## src/rtl/ipd_pkg.sv

```systemverilog
// Shared types and constants for the command decoder: opcodes, FSM states,
// and the bit positions inside the one-hot operation enable vector.
package ipd_pkg;

   localparam int ELEM_W = 8;
   localparam int N_EN   = 6;

   localparam int EN_READ = 0;
   localparam int EN_SUM  = 1;
   localparam int EN_AVG  = 2;
   localparam int EN_EUC  = 3;
   localparam int EN_MAN  = 4;
   localparam int EN_DOT  = 5;

   typedef enum logic [ELEM_W-1:0] {
      OP_LOAD_A = 8'h01,
      OP_LOAD_B = 8'h02,
      OP_READ_A = 8'h03,
      OP_READ_B = 8'h04,
      OP_SUM    = 8'h05,
      OP_AVG    = 8'h06,
      OP_EUC    = 8'h07,
      OP_MAN    = 8'h08,
      OP_DOT    = 8'h09
   } opcode_e;

   typedef enum logic [1:0] {
      ST_IDLE,
      ST_LOAD,
      ST_ISSUE,
      ST_BUSY
   } state_e;

   // Maps a read/compute opcode to its enable bit; anything else yields zero.
   function automatic logic [N_EN-1:0] op_enables(input logic [ELEM_W-1:0] op);
      logic [N_EN-1:0] en;
      en = '0;
      case (op)
         OP_READ_A, OP_READ_B: en[EN_READ] = 1'b1;
         OP_SUM:               en[EN_SUM]  = 1'b1;
         OP_AVG:               en[EN_AVG]  = 1'b1;
         OP_EUC:               en[EN_EUC]  = 1'b1;
         OP_MAN:               en[EN_MAN]  = 1'b1;
         OP_DOT:               en[EN_DOT]  = 1'b1;
         default:              en          = '0;
      endcase
      return en;
   endfunction

endpackage

```

## src/rtl/input_cmd_decoder_if.sv

```systemverilog
// Bus between the UART RX / TX-done side and the command decoder.
// The master drives received bytes and op_done; the slave (decoder) drives the rest.
interface input_cmd_decoder_if
   import ipd_pkg::*;
   #(parameter int unsigned N_ELEMENTS = 1024);

   localparam int unsigned ADDR_W = (N_ELEMENTS > 1) ? $clog2(N_ELEMENTS) : 1;

   logic [ELEM_W-1:0] rx_data;
   logic              rx_ready;
   logic              op_done;
   logic              wr_en_a;
   logic              wr_en_b;
   logic [ADDR_W-1:0] wr_addr;
   logic [ELEM_W-1:0] wr_data;
   logic [N_EN-1:0]   enables;
   logic              vec_sel;
   logic              cmd_valid;
   logic              load_done;
   logic              rx_error;

   modport master (
      output rx_data, rx_ready, op_done,
      input  wr_en_a, wr_en_b, wr_addr, wr_data, enables, vec_sel,
             cmd_valid, load_done, rx_error
   );

   modport slave (
      input  rx_data, rx_ready, op_done,
      output wr_en_a, wr_en_b, wr_addr, wr_data, enables, vec_sel,
             cmd_valid, load_done, rx_error
   );

endinterface

```

## src/rtl/rx_timeout_timer.sv

```systemverilog
// Counts idle cycles while enabled; expire is high during the RX_TIMEOUT-th
// consecutive idle cycle. RX_TIMEOUT=0 disables expiry entirely.
module rx_timeout_timer #(
   parameter int unsigned RX_TIMEOUT = 2000000
) (
   input  logic clk,
   input  logic rst_n,
   input  logic clear,
   input  logic enable,
   output logic expire
);

   localparam int unsigned CNT_W = (RX_TIMEOUT > 1) ? $clog2(RX_TIMEOUT) : 1;
   localparam int unsigned LIMIT = (RX_TIMEOUT > 0) ? RX_TIMEOUT - 1 : 0;

   logic [CNT_W-1:0] cnt_q;

   // A clear in the expiry cycle wins, so a byte arriving right at the limit is kept.
   assign expire = (RX_TIMEOUT != 0) && enable && !clear && (cnt_q == CNT_W'(LIMIT));

   // NOTE: sequential state uses non-blocking assignments so every flop samples pre-edge values.
   always_ff @(posedge clk or negedge rst_n) begin
      if (!rst_n)                 cnt_q <= '0;
      else if (clear || !enable)  cnt_q <= '0;
      else if (!expire)           cnt_q <= cnt_q + CNT_W'(1);
   end

endmodule

```

## src/rtl/input_cmd_decoder.sv

```systemverilog
// Decodes one-byte opcodes from the UART RX stream, streams vector payloads into
// the A/B BRAMs and issues one-hot operation enables, then waits for op_done.
module input_cmd_decoder
   import ipd_pkg::*;
   #(
   parameter int unsigned N_ELEMENTS = 1024,
   parameter int unsigned RX_TIMEOUT = 2000000
) (
   input logic                 clk,
   input logic                 reset,
   input_cmd_decoder_if.slave  bus
);

   localparam int unsigned ADDR_W = (N_ELEMENTS > 1) ? $clog2(N_ELEMENTS) : 1;
   localparam logic [ADDR_W-1:0] LAST_ADDR = ADDR_W'(N_ELEMENTS - 1);

   state_e            state_q, state_d;
   logic [ADDR_W-1:0] count_q, count_d;
   logic              last_q, last_d;     // final element written, load_done due next
   logic              tgt_b_q, tgt_b_d;
   logic              wr_en_a_q, wr_en_a_d, wr_en_b_q, wr_en_b_d;
   logic [ADDR_W-1:0] wr_addr_q, wr_addr_d;
   logic [ELEM_W-1:0] wr_data_q, wr_data_d;
   logic [N_EN-1:0]   enables_q, enables_d;
   logic              vec_sel_q, vec_sel_d;
   logic              cmd_valid_q, cmd_valid_d;
   logic              load_done_q, load_done_d;
   logic              rx_error_q, rx_error_d;
   logic              expire;

   rx_timeout_timer #(.RX_TIMEOUT(RX_TIMEOUT)) u_timer (
      .clk    (clk),
      .rst_n  (reset),
      .clear  (bus.rx_ready),
      .enable (state_q == ST_LOAD && !last_q),
      .expire (expire)
   );

   // NOTE: every signal gets a default before the case so no path infers a latch.
   always_comb begin
      state_d     = state_q;
      count_d     = count_q;
      last_d      = last_q;
      tgt_b_d     = tgt_b_q;
      wr_en_a_d   = 1'b0;
      wr_en_b_d   = 1'b0;
      wr_addr_d   = wr_addr_q;
      wr_data_d   = wr_data_q;
      enables_d   = '0;
      vec_sel_d   = 1'b0;
      cmd_valid_d = 1'b0;
      load_done_d = 1'b0;
      rx_error_d  = 1'b0;

      unique case (state_q)
         ST_IDLE: if (bus.rx_ready) begin
            case (bus.rx_data)
               OP_LOAD_A, OP_LOAD_B: begin
                  state_d   = ST_LOAD;
                  count_d   = '0;
                  last_d    = 1'b0;
                  wr_addr_d = '0;
                  tgt_b_d   = (bus.rx_data == OP_LOAD_B);
               end
               OP_READ_A, OP_READ_B, OP_SUM, OP_AVG, OP_EUC, OP_MAN, OP_DOT: begin
                  state_d     = ST_ISSUE;
                  cmd_valid_d = 1'b1;
                  enables_d   = op_enables(bus.rx_data);
                  vec_sel_d   = (bus.rx_data == OP_READ_B);
               end
               default: rx_error_d = 1'b1;
            endcase
         end
         ST_LOAD: begin
            if (last_q) begin
               load_done_d = 1'b1;
               last_d      = 1'b0;
               count_d     = '0;
               state_d     = ST_IDLE;
            end else if (bus.rx_ready) begin
               wr_en_a_d = !tgt_b_q;
               wr_en_b_d = tgt_b_q;
               wr_addr_d = count_q;
               wr_data_d = bus.rx_data;
               if (count_q == LAST_ADDR) begin
                  last_d  = 1'b1;
                  count_d = '0;
               end else begin
                  count_d = count_q + ADDR_W'(1);
               end
            end else if (expire) begin
               rx_error_d = 1'b1;
               count_d    = '0;
               state_d    = ST_IDLE;
            end
         end
         ST_ISSUE: begin
            rx_error_d = bus.rx_ready;
            state_d    = ST_BUSY;
         end
         ST_BUSY: begin
            rx_error_d = bus.rx_ready;
            if (bus.op_done) state_d = ST_IDLE;
         end
         default: state_d = ST_IDLE;
      endcase
   end

   always_ff @(posedge clk or negedge reset) begin
      if (!reset) begin
         state_q     <= ST_IDLE;
         count_q     <= '0;
         last_q      <= 1'b0;
         tgt_b_q     <= 1'b0;
         wr_en_a_q   <= 1'b0;
         wr_en_b_q   <= 1'b0;
         wr_addr_q   <= '0;
         wr_data_q   <= '0;
         enables_q   <= '0;
         vec_sel_q   <= 1'b0;
         cmd_valid_q <= 1'b0;
         load_done_q <= 1'b0;
         rx_error_q  <= 1'b0;
      end else begin
         state_q     <= state_d;
         count_q     <= count_d;
         last_q      <= last_d;
         tgt_b_q     <= tgt_b_d;
         wr_en_a_q   <= wr_en_a_d;
         wr_en_b_q   <= wr_en_b_d;
         wr_addr_q   <= wr_addr_d;
         wr_data_q   <= wr_data_d;
         enables_q   <= enables_d;
         vec_sel_q   <= vec_sel_d;
         cmd_valid_q <= cmd_valid_d;
         load_done_q <= load_done_d;
         rx_error_q  <= rx_error_d;
      end
   end

   assign bus.wr_en_a   = wr_en_a_q;
   assign bus.wr_en_b   = wr_en_b_q;
   assign bus.wr_addr   = wr_addr_q;
   assign bus.wr_data   = wr_data_q;
   assign bus.enables   = enables_q;
   assign bus.vec_sel   = vec_sel_q;
   assign bus.cmd_valid = cmd_valid_q;
   assign bus.load_done = load_done_q;
   assign bus.rx_error  = rx_error_q;

endmodule

```

## src/flat_wrapper.sv

```systemverilog
// flat-port wrapper written by rule: the top's interface ports become plain ports
module input_cmd_decoder_flat import ipd_pkg::*;
#(
   parameter int unsigned N_ELEMENTS = 1024,
   parameter int unsigned RX_TIMEOUT = 2000000
)
  (clk, reset, bus_rx_data, bus_rx_ready, bus_op_done, bus_wr_en_a, bus_wr_en_b, bus_wr_addr, bus_wr_data, bus_enables, bus_vec_sel, bus_cmd_valid, bus_load_done, bus_rx_error);
  input_cmd_decoder_if #(.N_ELEMENTS(N_ELEMENTS)) bus_i ();
  input logic clk;
  input logic reset;
  input wire logic [$bits(bus_i.rx_data)-1:0] bus_rx_data;
  input wire logic [$bits(bus_i.rx_ready)-1:0] bus_rx_ready;
  input wire logic [$bits(bus_i.op_done)-1:0] bus_op_done;
  output wire logic [$bits(bus_i.wr_en_a)-1:0] bus_wr_en_a;
  output wire logic [$bits(bus_i.wr_en_b)-1:0] bus_wr_en_b;
  output wire logic [$bits(bus_i.wr_addr)-1:0] bus_wr_addr;
  output wire logic [$bits(bus_i.wr_data)-1:0] bus_wr_data;
  output wire logic [$bits(bus_i.enables)-1:0] bus_enables;
  output wire logic [$bits(bus_i.vec_sel)-1:0] bus_vec_sel;
  output wire logic [$bits(bus_i.cmd_valid)-1:0] bus_cmd_valid;
  output wire logic [$bits(bus_i.load_done)-1:0] bus_load_done;
  output wire logic [$bits(bus_i.rx_error)-1:0] bus_rx_error;
  assign bus_i.rx_data = bus_rx_data;
  assign bus_i.rx_ready = bus_rx_ready;
  assign bus_i.op_done = bus_op_done;
  assign bus_wr_en_a = bus_i.wr_en_a;
  assign bus_wr_en_b = bus_i.wr_en_b;
  assign bus_wr_addr = bus_i.wr_addr;
  assign bus_wr_data = bus_i.wr_data;
  assign bus_enables = bus_i.enables;
  assign bus_vec_sel = bus_i.vec_sel;
  assign bus_cmd_valid = bus_i.cmd_valid;
  assign bus_load_done = bus_i.load_done;
  assign bus_rx_error = bus_i.rx_error;
  input_cmd_decoder #(.N_ELEMENTS(N_ELEMENTS), .RX_TIMEOUT(RX_TIMEOUT)) u_core (.clk(clk), .reset(reset), .bus(bus_i));
endmodule
```

## config.mk

```make
export PLATFORM = sky130hd
export DESIGN_NAME = input_cmd_decoder_flat
export DESIGN_NICKNAME = d
export VERILOG_FILES = /design/src/rtl/ipd_pkg.sv /design/src/rtl/input_cmd_decoder_if.sv /design/src/rtl/rx_timeout_timer.sv /design/src/rtl/input_cmd_decoder.sv /design/src/flat_wrapper.sv
export SDC_FILE = /design/constraint.sdc
export NUM_CORES = 1
export LEC_CHECK = 0
export BUFFER_PORTS_ARGS = -buffer_cell sky130_fd_sc_hd__clkbuf_2
export CAP_MARGIN = 5
export CORE_AREA = 2 2 86 88
export CTS_CLUSTER_DIAMETER = 200
export DETAILED_ROUTE_END_ITERATION = 12
export DIE_AREA = 0 0 88 90
export PLACE_DENSITY = 0.72
export SLEW_MARGIN = 15
export SYNTH_ARGS = -nofsm -noshare
export SYNTH_HDL_FRONTEND = slang
export SYNTH_SLANG_ARGS = --single-unit
export TNS_END_PERCENT = 30
```

## constraint.sdc

```tcl
create_clock -name clk -period 2.2 [get_ports clk]
set_input_delay 0.11 -clock clk [delete_from_list [all_inputs] [get_ports clk]]
set_output_delay 0.11 -clock clk [all_outputs]
set_load 0.005 [all_outputs]
```

==> summary.md <==
| Metric | Value |
|---|---|
| Final WL | about 6300 um |
| Asr flop ratio synth | 100% |
| TritonCTS Buffers | 9 |
| Diode count | 0 |
| # clock sinks | 65 |
| CP Max Fanout | 7 |
| YS warnings | 0 |
| Post-Place Cells | roughly 430 |
| Startpoint Class | primary input |
| Post-synth EDFFs | 0 |
| HP Class | in -> reg |
| Unrepaired setup endpoints after global routing | false |
| Capturing element type of the critical path | flop |
| First-pass DRT Iterations | 4 |
| CP Class | in -> reg |
| P_leak | between 1.5 and 2 nW |
| Final setup margin | just over 0.1 ns |
| DIE AREA | 7920 um^2 |
| Slew Limit Fails | 0 |
| All-layer global routing usage | between 10% and 20% |
| Hold slack | 0.0246 ns |
| Syn Nets | a little over 300 |
| Period utilization | between 90% and 100% |
| Clock Tree Root | clkbuf_8 |
| Initial antenna violation count | 0 |
| Initial DRC count | 130 |
| H-Tree Depth | 3 |
| P per Cell Area | between 800 and 900 nW/um^2 |
| Cells after synthesis | slightly below 300 |
| Hpwl dp | between 4000 and 5000 um |
| Status | finished, final reports clean |
| Pre-CTS setup slack | about 0.18 ns |
| WP data required | between 2 and 2.5 ns |
| Deepest clock path buffer count | 2 |
| Cell Area, Placed | 3410 um^2 |
| Number of fillers in the final layout | 642 |
| Vias | roughly 2400 |
| Skew-Pair Late Insertion Delay | approximately 0.34 ns |
| Average wire per standard cell | roughly 14 um |
| Die Ht | roughly 90 um |
| Worst Tran Pin Value | ~0.56 ns |
| Netlist Area Pre-Place | about 3100 um^2 |
| Internal | between 2 and 2.5 mW |
| Synth Register Bits | 65 |
| # IOs | 42 |
| I/O Buffers | 41 |
| Seq. cell area | between 1500 and 2000 um^2 |
| Crit path time final | about 2.1 ns |
| Routability-driven placement congestion ratio | between 0.8 and 0.9 |
| DRC Markers | 0 |
| Core area | 7020 um^2 |
| Net Switching | roughly 0.96 mW |
| Worst vdd ir | approximately 0.65 mV |
| TritonCTS clock tree | done |
| Seq pwr share | between 40% and 50% |
| Post-layout nets | between 300 and 400 |
| Arrival time at the worst endpoint | 2.32 ns |
| Ys flop type | dfrtp_1 |
| Vias per cell | about 5.3 |
| Clock group share of total power | roughly 33% |
| Area Growth Syn to Fin | 20.0% |
| Setup TNS | 0 ns |
| Sw frac | between 20% and 30% |
| Non-Filler Instances | roughly 450 |
| Vias in the first global route | roughly 2300 |
| Initial Util | 43.7% |
| Cell Rows | 31 |
| Worst rel slew slack | a little over three fifths |
| Worst Clk Skew | 0.00665 ns |
| Grt ovf | 0 |
| Largest net degree at the start of global routing | 66 |
| Routed Antenna Nets | 0 |
| Final setup fails | 0 |
| Comb pwr share | around a fifth |
| Unique cell type count in the Yosys netlist | 55 |
| Final Hold Fails | 0 |
| Max frequency | roughly 0.48 GHz |
| Mean Syn Cell Area | roughly 11 um^2 |
| Share of cells above drive strength 1 | approximately a quarter |
| Multi-input combinational cell area | approximately 1400 um^2 |
| First-pass GRT wire length | between 10000 and 15000 um |
| Max-capacitance violation count | 0 |
| Util after Layout | 52.4% |
| Die Span X | about 88 um |
| Post-route cell area | between 3000 and 4000 um^2 |
| Seq/Total Area, Yosys | a little over half |
| Clk pin slew, worst setup/hold paths | approximately 0.07 ns |
| Total chip power | about 3.2 mW |
| Setup bufs post-CTS | 0 |
[critical path, cell delays in order]
cell	delay (ns)
dlygate4sd3_1	0.53
clkbuf_2	0.12
or4_1	0.60
nor3b_2	0.27
nor2b_2	0.22
buf_4	0.15
nand2_1	0.06
mux2_2	0.27
[synth_stat cells, drive strengths merged (2+ instances only)]
cell type,n,area share (%)
clkbuf,11,1.4
xnor2,3,0.86
or4,2,0.49
a21oi,8,1.4
nor3b,9,2.5
nor4b,4,2.1
ha,2,0.82
and3,12,2.5
nand4,5,1.2
dfrtp,65,53
buf,4,1.1
a22o,10,2.9
nand2,38,4.7
a211o,5,1.5
xor2,15,4.3
a21o,2,0.49
and2,6,1.2
o211ai,2,0.49
nor2b,3,0.61
a221o,2,0.65
a31oi,3,0.61
nor3,6,0.98
nor4,3,0.61
nor2,28,3.4
o21ai,4,0.65
nand3,17,2.8
mux2,2,0.73
o2bb2ai,2,0.57
and4,5,1.5
[sequential cells by signal, indices dropped and copies added, names as in the netlist]
register / count
u_core.state_q: 2
u_core.bus.rx_error: 1
u_core.bus.wr_en_a: 1
u_core.bus.load_done: 1
u_core.bus.vec_sel: 1
u_core.count_q: 10
u_core.last_q: 1
u_core.bus.wr_en_b: 1
u_core.tgt_b_q: 1
u_core.bus.wr_data: 8
u_core.u_timer.cnt_q: 21
u_core.bus.wr_addr: 10
u_core.bus.enables: 6
u_core.bus.cmd_valid: 1
[power groups by stage]
stage	registers, mW	logic (mW)	clock network [mW]
6_report	1.48	0.674	1.08
3_5_place_dp	1.49	0.676	0
4_1_cts	1.48	0.682	1.10
3_3_place_gp	1.49	0.659	0
5_1_grt	1.50	0.754	1.16
2_1_floorplan	1.48	0.404	0
[layout by cell type, fill, tap and decap left out, drive strengths merged, types with 3 or more instances in the layout]
cell / instances
o21ai: 4
and4: 5
clkinv: 3
and3: 12
dfrtp: 65
a211o: 5
nand3: 17
nand4: 5
a22o: 10
nand2: 38
nor2: 28
xnor2: 3
nor4: 3
dlygate4sd3: 6
a31oi: 3
nor3: 6
nor4b: 4
and2: 6
clkbuf: 50
buf: 11
xor2: 15
nor3b: 9
nor2b: 3
a21oi: 8
[cell families (layout without fill, tap and decap cells)]
logic type / after synthesis / after routing / share of synthesized area, %
and+or+nand+nor: 145 / 145 / 26.6
DFF: 65 / 65 / 53.0
AOI/OAI and AO/OA: 45 / 45 / 11.2
xor gates and xnor gates: 18 / 18 / 5.14
buffers and inverters: 15 / 73 / 2.49
adders and majority gates: 2 / 2 / 0.816
muxes: 2 / 2 / 0.734
[path summary, 6_finish.rpt]
kind	from	end	slack [ns]	depth (start not counted)
min reg2reg	u_core.tgt_b_q$_DFFE_PN0P_	u_core.bus.wr_en_a$_DFF_PN0_	0.46	1
min	bus_rx_data[3]	u_core.bus.enables[0]$_DFF_PN0_	0.02	2
min in group asynchronous	reset	u_core.u_timer.cnt_q[14]$_DFFE_PN0P_	0.31	3
max reg2reg	u_core.u_timer.cnt_q[7]$_DFFE_PN0P_	u_core.count_q[3]$_DFFE_PN0P_	0.17	5
max	bus_rx_data[5]	u_core.tgt_b_q$_DFFE_PN0P_	0.10	8
max in group asynchronous	reset	u_core.bus.wr_en_a$_DFF_PN0_	1.60	3
[layer usage]
metal,track usage (%),up-vias,routed length (um)
li1,-,1154,-
met5,0,-,0
met2,26.3,49,3100
met3,5.51,11,262
met4,5.90,0,113
met1,23.1,1175,2850
[final cells by class]
type | instances | area share [%]
Clock inverter | 6 | 2.24
Timing Repair Buffer | 57 | 9.59
Sequential cell | 65 | 44.2
Multi-Input combinational cell | 212 | 37.2
Clock buffer | 10 | 3.47
Tap cell | 99 | 3.37
[timing repair]
| action | CTS | global route |
|---|---|---|
| hold buffers | 6 | 0 |
| resized for setup | 0 | 1 |
| endpoints found under the setup margin | 0 | 1 |
| endpoints found under the hold margin | 70 | 0 |
Power figures use the tool's default switching activity.
